<file path="config.mk">
export PLATFORM = sky130hd
export DESIGN_NAME = muldiv_ctrl
export DESIGN_NICKNAME = d
export VERILOG_FILES = /design/src/rtl/muldiv_ctrl.sv
export SDC_FILE = /design/constraint.sdc
export NUM_CORES = 2
export LEC_CHECK = 0
export CORE_MARGIN = 4
export CORE_UTILIZATION = 40
export DETAILED_ROUTE_END_ITERATION = 8
export SLEW_MARGIN = 10
export SYNTH_ARGS = -nofsm -noshare
export SYNTH_HDL_FRONTEND = slang
export SYNTH_SLANG_ARGS = --single-unit
</file>
<file path="constraint.sdc">
create_clock -name clk -period 9.4 [get_ports clk]
set_input_delay 0.94 -clock clk [delete_from_list [all_inputs] [get_ports clk]]
set_output_delay 0.94 -clock clk [all_outputs]
set_load 0.05 [all_outputs]
</file>
<file path="src/rtl/muldiv_ctrl.sv">
//============================================================================
// Module   : muldiv_ctrl
// Function : Multi-cycle MULT/MULTU/DIV/DIVU sequencer for the EX stage.
//            Iterative restoring divider (one quotient bit per cycle) and a
//            multiplier, with a pipeline stall (busy) while an operation is
//            in flight and a one-cycle HI/LO write strobe (done).
// Options  : `define MUL_ITER_EN selects a radix-2 shift-add multiplier
//            (32 MUL_RUN cycles) instead of a single-cycle registered '*'.
// Revision : 1.0 - initial release
//============================================================================
`default_nettype none

module muldiv_ctrl #(
    parameter int DIV_ITERS = 32
) (
    input  logic        clk,
    input  logic        rst,
    input  logic        start,
    input  logic [1:0]  op,
    input  logic [31:0] a,
    input  logic [31:0] b,
    input  logic        flush,
    output logic        busy,
    output logic        done,
    output logic [31:0] hi,
    output logic [31:0] lo
);

    localparam int CNT_W = (DIV_ITERS > 1) ? $clog2(DIV_ITERS) : 1;
    localparam logic [CNT_W-1:0] c_cnt_last = CNT_W'(DIV_ITERS - 1);

    typedef enum logic [2:0] {
        S_IDLE    = 3'd0,
        S_DIV_RUN = 3'd1,
        S_DIV_FIX = 3'd2,
`ifdef MUL_ITER_EN
        S_MUL_RUN = 3'd3,
`else
        S_MUL_S1  = 3'd4,
`endif
        S_MUL_FIX = 3'd5,
        S_DONE    = 3'd6
    } state_t;

    state_t            r_state;
    state_t            w_next;

    logic [CNT_W-1:0]  r_cnt;
    logic              r_signed;    // operation is MULT or DIV
    logic              r_sa;        // raw sign of a (meaningful when r_signed)
    logic              r_sb;        // raw sign of b
    logic              r_bzero;     // divisor was zero
    logic [31:0]       r_a_raw;     // original a, returned as HI on divide-by-zero
    logic [31:0]       r_mag_a;     // |a| for signed ops, a otherwise
    logic [31:0]       r_mag_b;     // |b| for signed ops, b otherwise
    logic [31:0]       r_quo;       // dividend shifting out / quotient shifting in
    logic [31:0]       r_rem;       // partial remainder
    logic [63:0]       r_prod;      // unsigned magnitude product
    logic [31:0]       r_hi;
    logic [31:0]       r_lo;

    logic              w_accept;
    logic              w_in_flight;
    logic              w_signed;
    logic [31:0]       w_mag_a;
    logic [31:0]       w_mag_b;
    logic [32:0]       w_shift;
    logic [32:0]       w_diff;
    logic              w_div_ge;
    logic [31:0]       w_div_lo;
    logic [31:0]       w_div_hi;
    logic [63:0]       w_prod_fix;
`ifdef MUL_ITER_EN
    logic [32:0]       w_sum;
`endif

    // Request acceptance and operand magnitude extraction
    assign w_accept = start & ~flush & ((r_state == S_IDLE) | (r_state == S_DONE));
    assign w_signed = ~op[0];
    assign w_mag_a  = (w_signed & a[31]) ? (~a + 32'd1) : a;
    assign w_mag_b  = (w_signed & b[31]) ? (~b + 32'd1) : b;

`ifdef MUL_ITER_EN
    assign w_in_flight = (r_state == S_DIV_RUN) | (r_state == S_DIV_FIX) |
                         (r_state == S_MUL_RUN) | (r_state == S_MUL_FIX);
`else
    assign w_in_flight = (r_state == S_DIV_RUN) | (r_state == S_DIV_FIX) |
                         (r_state == S_MUL_S1)  | (r_state == S_MUL_FIX);
`endif

    assign busy = ~rst & (w_accept | w_in_flight);
    assign done = (r_state == S_DONE);
    assign hi   = r_hi;
    assign lo   = r_lo;

    // Restoring divide step: shift one dividend bit in, subtract if it fits
    assign w_shift  = {r_rem, r_quo[31]};
    assign w_diff   = w_shift - {1'b0, r_mag_b};
    assign w_div_ge = ~w_diff[32];

`ifdef MUL_ITER_EN
    // Shift-add multiply step: conditionally add multiplicand to upper half
    assign w_sum = {1'b0, r_prod[63:32]} + (r_prod[0] ? {1'b0, r_mag_a} : 33'd0);
`endif

    // Sign fix-up of divide result, with divide-by-zero override
    always_comb begin
        w_div_lo = r_quo;
        w_div_hi = r_rem;
        if (r_bzero) begin
            w_div_lo = 32'hFFFF_FFFF;
            w_div_hi = r_a_raw;
        end else begin
            if (r_signed & (r_sa ^ r_sb)) begin
                w_div_lo = ~r_quo + 32'd1;
            end
            if (r_signed & r_sa) begin
                w_div_hi = ~r_rem + 32'd1;
            end
        end
    end

    // Sign fix-up of the magnitude product for MULT
    always_comb begin
        w_prod_fix = r_prod;
        if (r_signed & (r_sa ^ r_sb)) begin
            w_prod_fix = ~r_prod + 64'd1;
        end
    end

    // State register
    always_ff @(posedge clk or posedge rst) begin
        if (rst) begin
            r_state <= S_IDLE;
        end else begin
            r_state <= w_next;
        end
    end

    // Next-state logic; flush overrides everything and returns to IDLE
    always_comb begin
        w_next = r_state;
        if (flush) begin
            w_next = S_IDLE;
        end else begin
            case (r_state)
                S_IDLE, S_DONE: begin
                    if (start) begin
                        if (op[1]) begin
                            w_next = S_DIV_RUN;
                        end else begin
`ifdef MUL_ITER_EN
                            w_next = S_MUL_RUN;
`else
                            w_next = S_MUL_S1;
`endif
                        end
                    end else begin
                        w_next = S_IDLE;
                    end
                end
                S_DIV_RUN: begin
                    if (r_cnt == c_cnt_last) begin
                        w_next = S_DIV_FIX;
                    end
                end
                S_DIV_FIX: w_next = S_DONE;
`ifdef MUL_ITER_EN
                S_MUL_RUN: begin
                    if (r_cnt == c_cnt_last) begin
                        w_next = S_MUL_FIX;
                    end
                end
`else
                S_MUL_S1:  w_next = S_MUL_FIX;
`endif
                S_MUL_FIX: w_next = S_DONE;
                default:   w_next = S_IDLE;
            endcase
        end
    end

    // Iteration counter shared by the divider and the iterative multiplier
    always_ff @(posedge clk or posedge rst) begin
        if (rst) begin
            r_cnt <= '0;
        end else if (flush | w_accept) begin
            r_cnt <= '0;
`ifdef MUL_ITER_EN
        end else if ((r_state == S_DIV_RUN) | (r_state == S_MUL_RUN)) begin
`else
        end else if (r_state == S_DIV_RUN) begin
`endif
            r_cnt <= r_cnt + 1'b1;
        end
    end

    // Operand capture on accept and per-cycle arithmetic datapath
    always_ff @(posedge clk or posedge rst) begin
        if (rst) begin
            r_signed <= 1'b0;
            r_sa     <= 1'b0;
            r_sb     <= 1'b0;
            r_bzero  <= 1'b0;
            r_a_raw  <= '0;
            r_mag_a  <= '0;
            r_mag_b  <= '0;
            r_quo    <= '0;
            r_rem    <= '0;
            r_prod   <= '0;
        end else if (w_accept) begin
            r_signed <= w_signed;
            r_sa     <= a[31];
            r_sb     <= b[31];
            r_bzero  <= (b == 32'd0);
            r_a_raw  <= a;
            r_mag_a  <= w_mag_a;
            r_mag_b  <= w_mag_b;
            r_quo    <= w_mag_a;
            r_rem    <= '0;
            r_prod   <= {32'd0, w_mag_b};
        end else begin
            case (r_state)
                S_DIV_RUN: begin
                    r_rem <= w_div_ge ? w_diff[31:0] : w_shift[31:0];
                    r_quo <= {r_quo[30:0], w_div_ge};
                end
`ifdef MUL_ITER_EN
                S_MUL_RUN: r_prod <= {w_sum, r_prod[31:1]};
`else
                S_MUL_S1:  r_prod <= {32'd0, r_mag_a} * {32'd0, r_mag_b};
`endif
                default: ;
            endcase
        end
    end

    // HI/LO result registers, loaded on the transition into DONE
    always_ff @(posedge clk or posedge rst) begin
        if (rst) begin
            r_hi <= '0;
            r_lo <= '0;
        end else if (!flush) begin
            if (r_state == S_DIV_FIX) begin
                r_hi <= w_div_hi;
                r_lo <= w_div_lo;
            end else if (r_state == S_MUL_FIX) begin
                r_hi <= w_prod_fix[63:32];
                r_lo <= w_prod_fix[31:0];
            end
        end
    end

endmodule

`default_nettype wire

</file>
==> metrics.md <==
| Metric | Value |
|---|---|
| Max Root-Sink Buffers | `3` |
| Async SR Flop Fraction | `between 90% and 100%` |
| Max Cap Viol | `0` |
| Synthesized area per cell | `~8.9 um^2` |
| CP required | `a little under 10 ns` |
| Pin count of the biggest net entering global routing | `133` |
| Endpoints failing setup | `0` |
| Ranking of synthesized cells by area | `fa_1 35%, dfrtp_1 15%, ha_1 7.4%, and2_1 7.3%, inv_1 6.8%` |
| Die W | `approximately 360 um` |
| R2r setup slk | `around 0.49 ns` |
| Netlist cell types | `slightly below 80` |
| Die Ht | `364.5 um` |
| Fin crit share | `between 90% and 100%` |
| # fillers | `roughly 12000` |
| Share of the synthesized area in the top cell type | `between 30% and 40%` |
| Setup TNS | `0 ns` |
| Worst Setup Start Kind | `flip-flop` |
| Resized Gates After CTS | `0` |
| Status | `complete, no violations` |
| FP Rows | `130` |
| Crit path from | `r_mag_b[9]` |
| GRT Overall Usage | `24.24%` |
| 1st-pass router iterations | `6` |
| IO Count | `between 100 and 150` |
| Reg area | `7461 um^2` |
| Hold Path Origin | `r_a_raw[14]` |
| R2R Path Start | `r_mag_b[9]` |
| Number of cells on the worst reg-to-reg path | `26` |
| # clock sinks | `298` |
| Leading area contributor after synthesis | `fa_1` |
| Vias in the first global route | `between 40000 and 50000` |
| Wl on met1 | `approximately 70000 um` |
| #FFs+latches synth | `just under 300` |
| CTS root buffer | `clkbuf_16` |
| Min cycle time layout | `approximately 8.9 ns` |
| H-tree Lvls | `2` |
| DR top layer | `met5` |
| Worst-Skew Late Latency | `between 0.5 and 0.6 ns` |
| Starting Density | `between 40% and 50%` |
| Max-slew headroom | `between 10% and 20%` |
| Worst Tran Pin Value | `between 1 and 1.5 ns` |
| RD Place Congestion | `just over 0.9` |
| Arrival @ worst endpoint | `9.38 ns` |
| Worst Hold Path Cells | `2` |
| Syn_nets | `approximately 7000` |
| Count leader, synth | `inv_1` |
| RSZ-0062 raised after global routing | `false` |
| Final hold viol count | `0` |
| Ys Warns | `0` |
| Final ANT Viol Nets | `0` |
| Critical Path End Type | `flip-flop` |
| HP Class | `reg2reg` |
| Gate Count Post-Synth | `5741` |
| CTS tree | `done` |
| Initial DRC Count | `roughly 3100` |
| R2R Path End | `r_prod[61]` |
| EDFF count, synth | `0` |
| Slew Viols, Final | `0` |
| Die Area | `132900 um^2` |
| Sequential area share after synthesis | `between 10 and 15%` |
| Synth Flop Type | `dfrtp_1` |
| Synth Cell Area | `slightly above 50000 um^2` |
| Via count | `slightly below 40000` |
| Post-CTS Hold Buffers | `0` |
| Fmax | `between 100 and 150 MHz` |
| Final WL | `roughly 160000 um` |
| Area Overhead vs Synth | `8.721%` |
| # nets final | `about 7000` |
| Post-CTS setup buffer count | `0` |
| Remaining Overflow, GRT | `0` |
| Commonest cells post-synth | `918 x inv_1, 897 x fa_1, 811 x nand2_1` |
| CTS buffer count | `37` |
| Hold EP | `r_a_raw[14]` |
| HPWL Detailed | `roughly 130000 um` |
| Core box area | `125900 um^2` |
| Wire length on met3 | `around 14000 um` |
| Initial antenna violation count | `14` |
| # DRC | `0` |
| Routed length per instance | `roughly 21 um` |
| Multi-input gate area | `approximately 39000 um^2` |
| Vias per Instance | `roughly 5.3` |
| First-pass GRT wire length | `247800 um` |
| Length of routed met2 wiring | `between 60000 and 70000 um` |
| Clock Skews | `0.04448 ns` |
| Layout cells sized above 1 | `~3.9%` |
| I/O Buffers | `between 100 and 150` |
| Crit Path Max Fanout | `16` |
| Critical path class | `reg2reg` |
| Worst-path clk slew | `0.06 ns` |
-- per-layer routing --
| layer | vias to the layer above | GRT usage, % |
|---|---|---|
| met4 | 4 | 6.507 |
| met1 | 20178 | 34.71 |
| met5 | - | 0 |
| met3 | 193 | 6.134 |
| li1 | 17775 | - |
| met2 | 1294 | 36.60 |
-- sequential cells by signal (all words and copies together), names as in the netlist --
signal	count
hi	32
lo	32
r_a_raw	31
r_bzero	1
r_cnt	5
r_mag_a	31
r_mag_b	32
r_prod	64
r_quo	32
r_rem	32
r_sa	1
r_sb	1
r_signed	1
r_state	3
-- layout make-up --
type / instances / area share (%)
multi-input cells: 4194 / 70.10
repair buffers: 251 / 4.088
diodes: 4 / 0.01811
clock inverters: 17 / 0.4323
well taps: 1650 / 3.735
clock buffers: 49 / 1.883
flip-flops and latches: 298 / 13.50
inverters: 918 / 6.247
-- logic make-up after synthesis --
kind of cell    share of synthesized area (%)
flops                                   14.67
mux                                    0.8268
buf+inv                                 9.238
xor+xnor                                4.580
fa+ha+maj                               42.75
simple gates                            18.09
compound gates                          9.844
-- worst max-delay path by stage --
stage                      end  slack, ns  cells after the start
finish              r_prod[61]       0.49                     26
global route        r_prod[61]       0.11                     26
CTS                 r_prod[61]       0.61                     23
detailed placement  r_prod[61]       0.66                     23
global placement    r_prod[63]       0.61                     22
floorplan                hi[0]       0.23                      1
-- placed cells by master (no fill, tap or decap), types with 128 or more instances in the layout --
cell type | synthesis | final
nor2_1 | 210 | 205
dfrtp_1 | 298 | 295
ha_1 | 302 | 302
and2_1 | 595 | 594
xor2_1 | 128 | 128
fa_1 | 897 | 897
a21oi_1 | 221 | 221
clkdlybuf4s50_1 | 0 | 135
xnor2_1 | 136 | 136
nand2_1 | 811 | 811
inv_1 | 918 | 917
o21ai_0 | 265 | 265
-- critical path, cell delays in order (launching register included) --
cell,delay [ns]
dfrtp_1,0.96
buf_4,0.30
nand2_1,0.08
fa_1,0.57
inv_1,0.07
fa_1,0.47
fa_1,0.49
inv_1,0.05
fa_1,0.49
inv_1,0.06
fa_1,0.45
ha_1,0.29
fa_1,0.55
fa_1,0.47
ha_1,0.43
nand2_1,0.15
a21oi_1,0.14
nor2_1,0.05
a31oi_1,0.38
o31ai_1,0.21
buf_4,0.20
o21a_1,0.24
o311ai_0,0.78
nor3_1,0.18
o41ai_1,0.41
xor2_1,0.12
a22o_1,0.19
-- metrics by stage --
step / instance area (um^2) / instances / util (%) / setup WS (ns) / hold slack (ns)
3_5_place_dp: 53990 / 7311 / 42.88 / 0.6574 / 0.4630
6_report: 55280 / 7381 / 43.91 / 0.4872 / 0.4785
3_3_place_gp: 53990 / 7311 / 42.88 / 0.6098 / 0.4573
2_1_floorplan: 50840 / 5741 / - / 0.2275 / 0.4454
5_1_grt: 55270 / 7378 / 43.90 / 0.1116 / 0.5022
4_1_cts: 55270 / 7377 / 43.90 / 0.6068 / 0.4783
Power is left out: the tool's default activity adds up to more than one toggle a clock period on the data nets, which glitch-free logic cannot reach.
